## src/rtl/seq_mult_ctrl.sv

```systemverilog
// Sequential shift-add multiplier: one 32-bit adder reused over 32 iterations to form a 64-bit product.
// Optional two's-complement operands when SEQ_MULT_SIGNED_EN is defined (adds the FIX state).

module adder_32bit (
  input  logic [31:0] a,
  input  logic [31:0] b,
  input  logic        cin,
  output logic [31:0] s,
  output logic        cout
);
  assign {cout, s} = {1'b0, a} + {1'b0, b} + {32'd0, cin};
endmodule

// state | meaning
// IDLE  | waiting for start; operands captured on the accepting edge
// CALC  | one add/skip + shift iteration per clock, 32 iterations
// FIX   | (SEQ_MULT_SIGNED_EN only) negate the magnitude product if signs differ
// DONE  | product valid, done pulses for this single cycle
module seq_mult_ctrl #(
  parameter int WIDTH = 32,
  parameter int CNT_W = 6
) (
  input  logic               clk,
  input  logic               rst_n,
  input  logic               start,
  input  logic [WIDTH-1:0]   multiplicand,
  input  logic [WIDTH-1:0]   multiplier,
  output logic               busy,
  output logic               done,
  output logic [2*WIDTH-1:0] product
);

  if (WIDTH != 32) begin : g_bad_width
    $error("seq_mult_ctrl: WIDTH must be 32 to match adder_32bit");
  end
  if ((1 << CNT_W) <= WIDTH) begin : g_bad_cnt
    $error("seq_mult_ctrl: CNT_W too narrow for WIDTH iterations");
  end

  typedef enum logic [1:0] {
    S_IDLE = 2'd0,
    S_CALC = 2'd1,
    S_DONE = 2'd2
`ifdef SEQ_MULT_SIGNED_EN
    , S_FIX = 2'd3
`endif
  } state_t;

  state_t             state, state_nx;
  logic [WIDTH-1:0]   acc_hi;
  logic [WIDTH-1:0]   mq;
  logic [WIDTH-1:0]   mcand;
  logic [CNT_W-1:0]   cnt;
  logic [WIDTH-1:0]   add_s;
  logic               add_c;
  logic [2*WIDTH-1:0] shifted;
  logic [WIDTH-1:0]   ld_mcand;
  logic [WIDTH-1:0]   ld_mq;
  logic               last_iter;

  adder_32bit u_add (
    .a    (acc_hi),
    .b    (mcand),
    .cin  (1'b0),
    .s    (add_s),
    .cout (add_c)
  );

  // The 65-bit {carry, sum, mq} shifted right by one; mq[0] itself drops out.
  assign shifted   = mq[0] ? {add_c, add_s, mq[WIDTH-1:1]}
                           : {1'b0, acc_hi, mq[WIDTH-1:1]};
  assign last_iter = (cnt == CNT_W'(WIDTH - 1));

`ifdef SEQ_MULT_SIGNED_EN
  logic sign;
  // Negating 0x80000000 yields 0x80000000, which is the correct unsigned magnitude.
  assign ld_mcand = multiplicand[WIDTH-1] ? -multiplicand : multiplicand;
  assign ld_mq    = multiplier[WIDTH-1]   ? -multiplier   : multiplier;
`else
  assign ld_mcand = multiplicand;
  assign ld_mq    = multiplier;
`endif

  always_ff @(posedge clk or negedge rst_n) begin
    if (!rst_n) begin
      state <= S_IDLE;
    end else begin
      state <= state_nx;
    end
  end

  always_comb begin
    state_nx = state;
    case (state)
      S_IDLE: if (start) state_nx = S_CALC;
      S_CALC: begin
        if (last_iter) begin
`ifdef SEQ_MULT_SIGNED_EN
          state_nx = S_FIX;
`else
          state_nx = S_DONE;
`endif
        end
      end
`ifdef SEQ_MULT_SIGNED_EN
      S_FIX:  state_nx = S_DONE;
`endif
      S_DONE: state_nx = S_IDLE;
      default: state_nx = S_IDLE;
    endcase
  end

  always_ff @(posedge clk or negedge rst_n) begin
    if (!rst_n) begin
      acc_hi  <= '0;
      mq      <= '0;
      mcand   <= '0;
      cnt     <= '0;
      product <= '0;
`ifdef SEQ_MULT_SIGNED_EN
      sign    <= 1'b0;
`endif
    end else begin
      case (state)
        S_IDLE: begin
          if (start) begin
            acc_hi <= '0;
            mq     <= ld_mq;
            mcand  <= ld_mcand;
            cnt    <= '0;
`ifdef SEQ_MULT_SIGNED_EN
            sign   <= multiplicand[WIDTH-1] ^ multiplier[WIDTH-1];
`endif
          end
        end
        S_CALC: begin
          {acc_hi, mq} <= shifted;
          cnt          <= cnt + 1'b1;
`ifndef SEQ_MULT_SIGNED_EN
          if (last_iter) product <= shifted;
`endif
        end
`ifdef SEQ_MULT_SIGNED_EN
        S_FIX: begin
          product <= sign ? -{acc_hi, mq} : {acc_hi, mq};
        end
`endif
        default: ;
      endcase
    end
  end

  assign busy = (state != S_IDLE);
  assign done = (state == S_DONE);

endmodule
```

## config.mk

```make
export PLATFORM = sky130hd
export DESIGN_NAME = seq_mult_ctrl
export DESIGN_NICKNAME = d
export VERILOG_FILES = /design/src/rtl/seq_mult_ctrl.sv
export SDC_FILE = /design/constraint.sdc
export NUM_CORES = 1
export LEC_CHECK = 0
export BUFFER_PORTS_ARGS = -buffer_cell sky130_fd_sc_hd__clkbuf_2
export CORE_ASPECT_RATIO = 1.4
export CORE_MARGIN = 2
export CORE_UTILIZATION = 60
export DETAILED_ROUTE_END_ITERATION = 10
export GPL_ROUTABILITY_DRIVEN = 0
export HOLD_SLACK_MARGIN = 0.05
export PLACE_DENSITY_LB_ADDON = 0.08
export SLEW_MARGIN = 0
export SYNTH_ARGS = -nofsm -noshare
export SYNTH_HDL_FRONTEND = slang
export SYNTH_SLANG_ARGS = --single-unit
```

## constraint.sdc

```tcl
create_clock -name clk -period 4.3 [get_ports clk]
set_input_delay 0.43 -clock clk [delete_from_list [all_inputs] [get_ports clk]]
set_output_delay 0.43 -clock clk [all_outputs]
set_load 0.1 [all_outputs]
```

==> summary.md <==
| Metric | Value |
|---|---|
| Share of synthesized flip-flops with an asynchronous set or reset | `between 90% and 100%` |
| Total I/O pin count | `133` |
| Total Die Area | `0.0152 sq mm` |
| Number of global-route vias before repair | `6,857` |
| Min Clock Period, post-route | `3.00 ns` |
| Number of port buffers | `around 130` |
| Largest net degree at the start of global routing | `99` |
| Worst-skew pair later-pin latency | `0.43 ns` |
| Number of nets still failing antenna checks after routing | `0` |
| Worst-Margin Slew | `1.06 ns` |
| Unique masters post-synth | `63` |
| Maximum Capacitance Violations | `0` |
| Number of instances in the synthesized netlist | `approximately 970` |
| Total power density per cell area | `approximately 710 mW/mm^2` |
| Class of the worst hold path | `input pin to flop` |
| Result of the run | `finished clean` |
| Core outline area | `0.0139 sq mm` |
| Die span in y | `145 microns` |
| Count of vias placed by the detailed router | `7,115` |
| Leakage power figure | `just under 5 nW` |
| Sequential area share after synthesis | `49.4%` |
| Number of flops mapped to enable cells by yosys | `0` |
| Final slew viol count | `0` |
| Accumulated negative setup slack | `0 ns` |
| Iteration-0 DRC Markers | `370` |
| Most common flop cell mapped by yosys | `dfrtp_1` |
| Peak supply drop | `0.347 mV` |
| Startpoint-to-endpoint class of the critical path | `flop to flop` |
| Hold violation total from the final report | `0` |
| Final period utilization | `69.7%` |
| Fillers | `1,147` |
| WP data required | `roughly 4.6 ns` |
| Syn Std Cell Area | `0.00851 sq mm` |
| Remaining DRCs | `0` |
| Clock tree buffer depth | `2` |
| Synth Warn # | `0` |
| Final #Nets | `about 1,200` |
| Core Util, Final | `71.1%` |
| GRT Resource Usage Total | `27.1%` |
| Wire length of the first global-routing pass | `33.0 mm` |
| Post-route insts no fill | `about 1,300` |
| Fraction of layout instances using a drive strength above 1 | `17.7%` |
| Row cnt | `51` |
| Worst relative slew slack | `around 29%` |
| Instance area at placement | `~0.0093 sq mm` |
| Die W | `105 microns` |
| Initial antenna violation count | `0` |
| Average vias per placed instance | `5.64` |
| Final standard cell area without fillers | `0.00990 sq mm` |
| Clock sink count | `168` |
| Worst setup skew after layout | `0.0164 ns` |
| Most frequent cells in the layout | `nand2_1 (241), dfrtp_1 (167), clkbuf_2 (131), nor2_1 (99), o21ai_0 (61)` |
| H-tree levels | `4` |
| Critical path launch point type | `flop` |
| Cell at the root of the clock tree | `clkbuf_16` |
| Cell Count Post-Placement | `1,229` |
| Post-CTS sizing | `0` |
| RSZ-0062 raised after global routing | `no` |
| Leading cell type in the layout, fill and taps excluded | `nand2_1` |
| Final count of negative-setup-slack endpoints | `0` |
| TritonCTS clock tree | `done` |
| Total Wirelength | `~20 mm` |
| Type of destination of the critical path | `flop` |
| Post-Syn Nets | `about 1,100` |
| Highest fanout seen on the critical path | `4` |
| Initial core utilization | `about three fifths` |
| Number of synthesized register bits | `168` |
| Mean instance size in the synthesized netlist | `a little under 9 sq um` |
| Routed len/inst | `15.7 microns` |
| Number of antenna cells inserted | `0` |
| Data arrival time at the worst-slack endpoint | `between 3 and 4 ns` |
| Total CTS buffers | `17` |
| Total congestion overflow | `0` |
| Reg clk slew, reported paths | `0.08 ns` |
| Total power consumption of the routed design | `6.99 mW` |
| FMAX | `~0.33 GHz` |
| Area growth syn-to-layout | `16.4%` |
| Pre-antenna DRT Iters | `5` |
| Placed wire-length estimate after detailed placement | `13.1 mm` |
sequential cells by signal (all words and copies together), names as in the netlist:
register,count
cnt,6
state,2
mcand,32
product,64
acc_hi,32
mq,32
repair_timing:
item | CTS | global route
hold endpoints to repair | 5 | 0
endpoints found under the setup margin | 0 | 0
hold buffers | 1 | 0
setup buffers | 0 | 0
cells in the mapped netlist, types with 3 or more instances:
library cell  number  share of area [%]
nor2b_1            8               0.59
nor2_1            99                4.4
xor2_1             7               0.72
o21ai_1            7               0.41
o21bai_1           6               0.53
a211oi_1           5               0.44
nand2_1          243                 11
buf_1             11               0.49
nor3b_1            8               0.71
clkbuf_1          48                2.1
a21oi_1           39                2.3
dfrtp_1          168                 49
nor3_1             7               0.41
o22ai_1           32                2.4
or3_1              3               0.22
inv_1              8               0.35
mux2i_1           18                2.1
o211ai_1           3               0.26
o21ai_0           61                3.6
a21o_1            15                1.3
a21oi_2            3               0.31
o31ai_1            3               0.26
o32ai_1            3               0.31
xnor2_1           14                1.4
nand2b_1           9               0.66
nand3_1           35                2.1
ha_1              33                4.9
nand4_1           11               0.81
nand3b_1           4               0.35
a31oi_1           18                1.3
through the flow:
step | worst slack (ns) | hold slack (ns)
6_report | 1.30 | 0.189
5_1_grt | 1.03 | 0.183
4_1_cts | 1.31 | 0.179
3_5_place_dp | 1.33 | 0.462
3_3_place_gp | 1.40 | 0.457
2_1_floorplan | 1.53 | 0.134
path summary, 6_finish.rpt:
| kind | to | startpoint | slack, ns | cells after the start |
|---|---|---|---|---|
| worst max-delay path | product[47]$_DFFE_PN0P_ | acc_hi[0]$_DFFE_PN0P_ | 1.30 | 10 |
| worst min-delay path | mcand[17]$_DFFE_PN0P_ | multiplicand[17] | 0.19 | 3 |
| worst max register to register | product[47]$_DFFE_PN0P_ | acc_hi[0]$_DFFE_PN0P_ | 1.30 | 10 |
| worst min register to register | product[29]$_DFFE_PN0P_ | product[29]$_DFFE_PN0P_ | 0.47 | 2 |
| max in group asynchronous | product[48]$_DFFE_PN0P_ | rst_n | 2.79 | 3 |
| min in group asynchronous | product[23]$_DFFE_PN0P_ | rst_n | 0.60 | 2 |
per-layer routing:
layer | track usage [%] | wire (microns) | up-vias | part of all wire [%]
li1 | - | - | 3527 | -
met1 | 33.6 | 8380 | 3390 | 42
met2 | 49.5 | 10300 | 168 | 52
met3 | 3.00 | 690 | 30 | 3.5
met4 | 9.47 | 382 | 0 | 1.9
met5 | 0 | 0 | - | 0
layout make-up:
class	instances	area, sq um	share of cell area (%)
well taps	185	231	2.34
flip-flops and latches	168	4210	42.5
clock buffers	17	425	4.30
clock inverters	15	203	2.05
multi-input cells	729	4060	41.1
inverters	9	33.8	0.341
repair buffers	139	734	7.42
worst max-delay path, cell delays in order, from the launching register on:
cell and delay (ns):
dfrtp_1 0.40, ha_1 0.25, fa_1 0.41, a21o_2 0.22, a221oi_2 0.38, o21bai_1 0.17, a21o_1 0.20, a21o_1 0.20
a221oi_1 0.30, xor2_1 0.12, a311oi_1 0.27
logic make-up after synthesis:
kind of cell	synth area share, %
AOI/OAI and AO/OA	15.8
and+or+nand+nor	22.1
xor gates and xnor gates	2.16
muxes	2.38
buffers and inverters	3.00
adders and majority gates	5.09
DFF	49.4
power breakdown:
part / total, mW / internal (mW) / switching [mW]
combinational: 2.93 / 1.19 / 1.74
clock: 1.62 / 0.895 / 0.720
sequential: 2.44 / 2.02 / 0.412
(Power assumes the default switching activity.)
